**config.mk**
```make
export PLATFORM = sky130hd
export DESIGN_NAME = abs_value_pipe
export DESIGN_NICKNAME = d
export VERILOG_FILES = /design/src/rtl/abs_value_pkg.sv /design/src/rtl/abs_value_lane.sv /design/src/rtl/abs_value_pipe.sv
export SDC_FILE = /design/constraint.sdc
export NUM_CORES = 1
export LEC_CHECK = 0
export CAP_MARGIN = 30
export CORE_MARGIN = 10
export CORE_UTILIZATION = 50
export DETAILED_ROUTE_END_ITERATION = 7
export PLACE_DENSITY = 0.9
export SLEW_MARGIN = 20
export SYNTH_ARGS = -nofsm -noshare
export SYNTH_HDL_FRONTEND = slang
export SYNTH_SLANG_ARGS = --single-unit
```
**constraint.sdc**
```tcl
create_clock -name clk -period 2.45 [get_ports clk]
set_input_delay 0.245 -clock clk [delete_from_list [all_inputs] [get_ports clk]]
set_output_delay 0.245 -clock clk [all_outputs]
set_load 0.02 [all_outputs]
```
**src/rtl/abs_value_pkg.sv**
```systemverilog
// Shared constants, mode enum and boundary-value helpers for the abs_value_pipe slice.
package abs_value_pkg;

    localparam int unsigned DEFAULT_WIDTH = 8;
    localparam int unsigned DEFAULT_LANES = 4;

    typedef enum logic {
        ABS_WRAP = 1'b0,
        ABS_SAT  = 1'b1
    } abs_mode_e;

    // Results are 64 bits wide; callers keep the low WIDTH bits.
    function automatic logic [63:0] min_neg(input int unsigned width);
        logic [63:0] r;
        r = 64'd1 << (width - 1);
        return r;
    endfunction

    function automatic logic [63:0] max_pos(input int unsigned width);
        logic [63:0] r;
        r = (64'd1 << (width - 1)) - 64'd1;
        return r;
    endfunction

endpackage

```
**src/rtl/abs_value_lane.sv**
```systemverilog
// One lane: combinational magnitude/overflow plus the peak-magnitude hold register.
module abs_value_lane
    import abs_value_pkg::*;
#(
    parameter int unsigned WIDTH = DEFAULT_WIDTH
) (
    input  logic             clk,
    input  logic             rst_n,
    input  logic [WIDTH-1:0] x,
    input  abs_mode_e        mode,
    input  logic             load,
    input  logic             clr,
    output logic [WIDTH-1:0] mag,
    output logic             ovf,
    output logic [WIDTH-1:0] peak
);

    localparam logic [63:0]      MIN_NEG_FULL = min_neg(WIDTH);
    localparam logic [63:0]      MAX_POS_FULL = max_pos(WIDTH);
    localparam logic [WIDTH-1:0] MIN_NEG      = MIN_NEG_FULL[WIDTH-1:0];
    localparam logic [WIDTH-1:0] MAX_POS      = MAX_POS_FULL[WIDTH-1:0];

    logic [WIDTH-1:0] peak_q, peak_d;

    always_comb begin
        mag = x;
        ovf = 1'b0;
        if (x == MIN_NEG) begin
            ovf = 1'b1;
            mag = (mode == ABS_SAT) ? MAX_POS : MIN_NEG;
        end else if (x[WIDTH-1]) begin
            mag = '0 - x;
        end
    end

    // A clear that coincides with a load restarts the peak from that beat.
    always_comb begin
        peak_d = peak_q;
        if (clr) begin
            peak_d = load ? mag : '0;
        end else if (load && (mag > peak_q)) begin
            peak_d = mag;
        end
    end

    always_ff @(posedge clk or negedge rst_n) begin
        if (!rst_n) begin
            peak_q <= '0;
        end else begin
            peak_q <= peak_d;
        end
    end

    assign peak = peak_q;

endmodule

```
**src/rtl/abs_value_pipe.sv**
```systemverilog
// Registered multi-lane absolute value with valid/ready, wrap/saturate mode and peak hold.
module abs_value_pipe
    import abs_value_pkg::*;
#(
    parameter int unsigned WIDTH = DEFAULT_WIDTH,
    parameter int unsigned LANES = DEFAULT_LANES
) (
    input  logic                   clk,
    input  logic                   rst_n,
    input  logic                   sat_en,
    input  logic                   in_valid,
    output logic                   in_ready,
    input  logic [LANES*WIDTH-1:0] in_data,
    output logic                   out_valid,
    input  logic                   out_ready,
    output logic [LANES*WIDTH-1:0] out_data,
    output logic [LANES-1:0]       out_ovf,
    input  logic                   peak_clr,
    output logic [LANES*WIDTH-1:0] peak_abs,
    output logic                   ovf_sticky
);

    logic                   out_valid_q, out_valid_d;
    logic [LANES*WIDTH-1:0] out_data_q, out_data_d;
    logic [LANES-1:0]       out_ovf_q, out_ovf_d;
    logic                   ovf_sticky_q, ovf_sticky_d;

    logic                   in_fire, out_fire;
    logic [LANES*WIDTH-1:0] mag_all;
    logic [LANES-1:0]       ovf_all;
    abs_mode_e              mode;

    assign mode     = sat_en ? ABS_SAT : ABS_WRAP;
    assign in_ready = !out_valid_q || out_ready;
    assign in_fire  = in_valid && in_ready;
    assign out_fire = out_valid_q && out_ready;

    for (genvar i = 0; i < LANES; i++) begin : g_lane
        abs_value_lane #(
            .WIDTH(WIDTH)
        ) u_lane (
            .clk  (clk),
            .rst_n(rst_n),
            .x    (in_data[i*WIDTH +: WIDTH]),
            .mode (mode),
            .load (in_fire),
            .clr  (peak_clr),
            .mag  (mag_all[i*WIDTH +: WIDTH]),
            .ovf  (ovf_all[i]),
            .peak (peak_abs[i*WIDTH +: WIDTH])
        );
    end

    always_comb begin
        out_valid_d  = out_valid_q;
        out_data_d   = out_data_q;
        out_ovf_d    = out_ovf_q;
        ovf_sticky_d = ovf_sticky_q;
        if (in_fire) begin
            out_valid_d = 1'b1;
            out_data_d  = mag_all;
            out_ovf_d   = ovf_all;
        end else if (out_fire) begin
            out_valid_d = 1'b0;
        end
        if (peak_clr) begin
            ovf_sticky_d = in_fire && (|ovf_all);
        end else if (in_fire) begin
            ovf_sticky_d = ovf_sticky_q || (|ovf_all);
        end
    end

    always_ff @(posedge clk or negedge rst_n) begin
        if (!rst_n) begin
            out_valid_q  <= 1'b0;
            out_data_q   <= '0;
            out_ovf_q    <= '0;
            ovf_sticky_q <= 1'b0;
        end else begin
            out_valid_q  <= out_valid_d;
            out_data_q   <= out_data_d;
            out_ovf_q    <= out_ovf_d;
            ovf_sticky_q <= ovf_sticky_d;
        end
    end

    assign out_valid  = out_valid_q;
    assign out_data   = out_data_q;
    assign out_ovf    = out_ovf_q;
    assign ovf_sticky = ovf_sticky_q;

endmodule

```
After elaboration in Yosys (flattened, before gate mapping)
Index checks and enable logic that the tools add are counted.

Register bits after elaboration: 70. Logic and storage cells: 67.

Add/subtract/negate cells: 4. Order comparisons: 4. Eq/ne operators: 4. Muxes and demuxes: 30. Reductions and logical operators: 17.

Operators by type and width (number): $mux 8 (21); $eq 8x8->1 const B (4); $gt 8x8->1 (4); $sub 1x8->8 const A (4); $reduce_bool 2->1 (6); $mux 1 (9); $logic_and 1x1->1 (7); $reduce_or 4->1 (1); $logic_or 1x1->1 (2); $logic_not 1->1 (1).

Depth between registers and ports, before layout
Gate-level depths: netlist of the first run.

Word-level depth: 7. Mapped depth: 14.

Hierarchy
Synthesis of the first run repeated with hierarchy kept, for this count alone.

Cell total of the unflattened synthesis: 513. Area total of the unflattened synthesis: 4992.3 µm².

Modules (own cells, without submodules): abs_value_lane (instances 4, cells an instance 107, area an instance 870.8 µm²); abs_value_pipe (instances 1, cells an instance 85, area an instance 1508.9 µm²).

Worst setup path before layout of the first run
No wires, ideal clock.

Path type: input-to-reg. Start point: in in_data[16]. End point: reg g_lane[2].u_lane.peak_q[0]. Data arrival time: 3.313 ns. Required time: 2.381 ns. Path slack: -0.932 ns. Cell stages on the path: 13. Cells stage by stage: inv_1 ha_1 or4b_1 buf_2 or4b_4 buf_6 a21oi_1 ha_1 nor2b_1 o211ai_1 a21oi_1 a311oi_1 a22o_1.

Word-level cells in the longest chain between the ends: 6. Elaborated cells on any way between the ends: 10. Those cells by class: 1 x add/sub; 1 x order compare; 1 x eq/ne; 5 x mux; 2 x reduce/logical.

Ends and longest elaborated chain: start: declaration (RTL line abs_value_pipe.sv:13) `input logic [LANES*WIDTH-1:0] in_data,`; $sub 1x8->8 (RTL line abs_value_lane.sv:32) `mag = '0 - x;`; $mux 8 (RTL line abs_value_lane.sv:31) `end else if (x[WIDTH-1]) begin`; $mux 8 * (RTL line abs_value_lane.sv:28) `if (x == MIN_NEG) begin`; via g_lane[2].u_lane.mag[1] (RTL line abs_value_lane.sv:13) `output logic [WIDTH-1:0] mag,`; $gt 8x8->1 * (RTL line abs_value_lane.sv:41) `end else if (load && (mag > peak_q)) begin`; $logic_and 1x1->1 * (RTL line abs_value_lane.sv:41); $reduce_bool 2->1 (no source line) *; end signal: assignment (RTL line abs_value_lane.sv:50) `peak_q <= peak_d;`; end: declaration (RTL line abs_value_lane.sv:23) `logic [WIDTH-1:0] peak_q, peak_d;`.

Mark *: on every way through the listed nets, which the timed path passes. The rest lies on a longest branch. The select of a mux whose other input is x is not followed. A chain may end at the register's enable or synchronous reset.

Worst setup path in the final report of the first run
Start point: in in_data[17]. End point: reg g_lane[2].u_lane.peak_q[7].

Same word-level chain as after synthesis.

==> results.py, run 1 <==
metrics = {
    "power_and_ir_drop": {
        "ir_worst_vdd_mv": 0.4271,
        "p_per_area_nw_per_um2": 563.7,
        "leakage_nw": 3.386,
        "power.total_mw": 4.345,
    },
    "global_route": {
        "grt_max_degree": 48,
        "grt-ovfl-total": 0,
        "grt_pass1_vias": 5604,
        "antenna_found_initial": 0,
        "grt_usage_pct": 30.12,
        "grt_pass1_wl_microns": 30960,
    },
    "placed_design": {
        "gp_congestion": 0.9204,
        "port-buffer-count": 108,
        "pre_cts_ws_ns": -1.385,
        "dp_hpwl_microns": 12000,
    },
    "worst_setup_path": {
        "critPathLaunchType": "input pin",
        "worstPathRequired_ns": 2.75,
        "cp_max_fo": 6,
        "path_delay_family": "compound AO/OA/AOI/OAI gates",
        "endpoint_kind": "flop",
        "worstPathArrival_ns": 3.40,
        "crit_chain": "buf_12 > inv_12 > ha_4 > or4b_4 > buf_4 > or3_1 > a31oi_2 > a31oi_1 > ha_1 > nand4_1 > o211a_1 > a311oi_4 > buf_6 > a22o_1",
        "r2r_start": "g_lane[3].u_lane.peak[1]",
        "path_buf_inv": 4,
        "cpPeakStageDelay_ns": 0.47,
        "path_class": "in -> reg",
        "cpMaxStageDelayCell": "or4b_4",
        "crit_start": "in_data[17]",
    },
    "clocking": {
        "cts.htree.levels": 3,
        "cts_buffer_depth": 2,
        "clk_latency_ns": 0.37,
        "numCtsBuffers": 9,
        "cts.sinks": 70,
        "cts_tree": "built",
        "cts.root.buffer_cell": "clkbuf_8",
        "cts.clk_slew.worst_paths_ns": 0.08,
    },
    "sta": {
        "relSlewSlack_pct": 54.46,
        "fin_crit_ns": 3.093,
        "slew_viol_final": 0,
        "hold_viol_final": 0,
        "setup_viol": 32,
        "finClkSkew_ns": 0.01090,
        "fin_ws_ns": -0.6428,
        "fmax_mhz": 323.3,
        "post-route-period-util_pct": 126.2,
        "rsz0062_at_grt": "true",
        "worst_pin_slew_ns": 0.6831,
    },
    "yosys": {
        "postSynthAreaPerCell_sq_um": 9.623,
        "synth_top_family_by_area": "compound AO/OA/AOI/OAI gates",
        "yosys.area_share.adder_pct": 10.27,
        "yosys.area_share.xor_xnor_pct": 0.3992,
        "synth_compound_area_share_pct": 22.55,
        "ys_seq_area_share_pct": 39.92,
        "ys_ff_latch": 70,
        "synth_top_flop_cell": "dfrtp_1",
        "netlist_instances": 456,
        "yosys.area.top_type": "dfrtp_1",
        "yosys.area_share.simple_pct": 13.12,
        "synthMuxAreaShare_pct": 7.784,
        "synth_top_area_share_pct": 39.92,
        "synth_cell_types": 50,
        "yosysMostFrequentCell": "dfrtp_1",
        "synth_fp_nets": 530,
        "synth_edf_count": 0,
        "yosys_warnings": 0,
        "synth_async_sr_flop_share_pct": 100.0,
        "synth_common_cells": "70 x dfrtp_1, 49 x inv_1, 40 x nand2_1",
        "synthTopCellsByArea": "dfrtp_1 40%, ha_1 10%, mux2_2 5.9%",
        "syn_area_sq_um": 4388,
    },
    "hold_path": {
        "hold_path_class": "in -> async",
    },
    "drt": {
        "dr.pass1.iters": 6,
        "ant_nets": 0,
        "drt-wirelength-per-cell_microns": 27.46,
        "vias": 5570,
        "routed_wirelength_microns": 22470,
        "viasPerCell": 6.809,
        "drc_errors": 0,
        "first_iter_violations": 622,
    },
    "final_layout": {
        "nets": 780,
        "area_delta_synth_final_pct": 75.68,
        "nFillCells": 341,
        "antenna_cells": 0,
        "drive_above_1_share_pct": 42.68,
    },
    "die": {
        "fp.dieW_microns": 113.7,
        "io_pins": 109,
        "start_util_pct": 50.81,
        "die_area_sq_um": 12920,
        "die_y_microns": 113.7,
        "rows": 34,
        "core_sq_um": 8636,
    },
    "job": {
        "maxCapViolCount": 0,
    },
    "run_status": {
        "violations": "setup timing",
        "status": "finished with violations",
    },
}
## through the flow
step                      area, sq um  TNS (ns)  hold slack [ns]  cells  util [%]
after global routing             7709    -15.71           0.4630    818     89.26
after global placement           6699    -40.21           0.2538    774     77.57
final                            7709    -14.91           0.4075    818     89.26
after CTS                        7413    -6.937           0.4264    809     85.84
after detailed placement         6699    -44.33           0.2634    774     77.57
after floorplan                  4652    -15.74         -0.05059    456         -
## state kept, by name (all words and copies together), names as in the netlist
register,flops
g_lane.u_lane.peak,32
out_data,32
out_ovf,4
out_valid,1
ovf_sticky,1
## worst paths after layout
kind / cells past startpoint / endpoint / slack [ns]
hold / removal: 2 / out_data[7] / 0.41
setup reg to reg: 7 / g_lane[3].u_lane.peak[5] / 0.16
setup / recovery: 14 / g_lane[2].u_lane.peak[7] / -0.64
hold reg to reg: 2 / out_data[2] / 0.49
min in group clk: 5 / g_lane[3].u_lane.peak[0] / 0.48
max in group asynchronous: 3 / g_lane[3].u_lane.peak[2] / 1.36
## logic make-up (layout without fill, tap and decap cells)
group	count (synthesis)	after routing
compound gates	140	140
xor+xnor	2	2
fa+ha+maj	36	36
buf+inv	67	321
flops	70	70
mux	30	30
simple gates	111	111
## layout make-up
cell class,instances,area (sq um),share of cell area [%]
Timing Repair Buffer,257,2302,29.87
Sequential cell,70,1752,22.72
Tap cell,108,135.1,1.753
Inverter,49,251.5,3.262
Clock inverter,6,71.32,0.9252
Clock buffer,9,123.9,1.607
Multi-Input combinational cell,319,3073,39.86
## per-layer routing
metal | part of all wire [%] | vias up | GRT usage (%)
met3 | 10 | 205 | 8.084
met5 | 0 | - | 0
li1 | - | 2198 | -
met4 | 8.9 | 0 | 20.30
met2 | 47 | 549 | 50.06
met1 | 34 | 2618 | 33.03
## cell usage in the layout (no fill, tap or decap), types with 5 or more instances in the layout
master / instances
a21oi_1: 16
a21oi_2: 10
a22o_1: 28
buf_12: 5
buf_4: 134
buf_6: 11
buf_8: 5
clkbuf_8: 9
clkdlybuf4s15_1: 6
clkdlybuf4s50_1: 83
dfrtp_1: 70
ha_1: 21
ha_4: 14
inv_1: 40
mux2_2: 23
nand2_1: 36
nand4_1: 9
nor2_1: 11
nor2_2: 5
nor3_1: 6
o211ai_1: 6
o21ai_0: 18
o22ai_1: 5
or3_1: 5
## power breakdown
part	internal, mW	leakage (nW)	switching, mW
Sequential	1.30	0.887	0.139
Combinational	0.917	2.41	1.01
Clock	0.473	0.0923	0.507
## timing repair
| item | CTS | global route |
|---|---|---|
| hold endpoints to repair | 23 | 0 |
| setup buffers | 19 | 8 |
| resized for setup | 154 | 44 |
| pin swaps | 67 | 24 |
| setup endpoints to repair | 35 | 32 |
| hold buffers | 1 | 0 |
Note: power is estimated with default switching activity, not from simulation.
==> run 2: changes to the inputs <==
Settings changed: SETUP_SLACK_MARGIN set to 0.02.
==> results of run 2 <==
The final DEF is identical to that of run 1; final timing and power are the same.
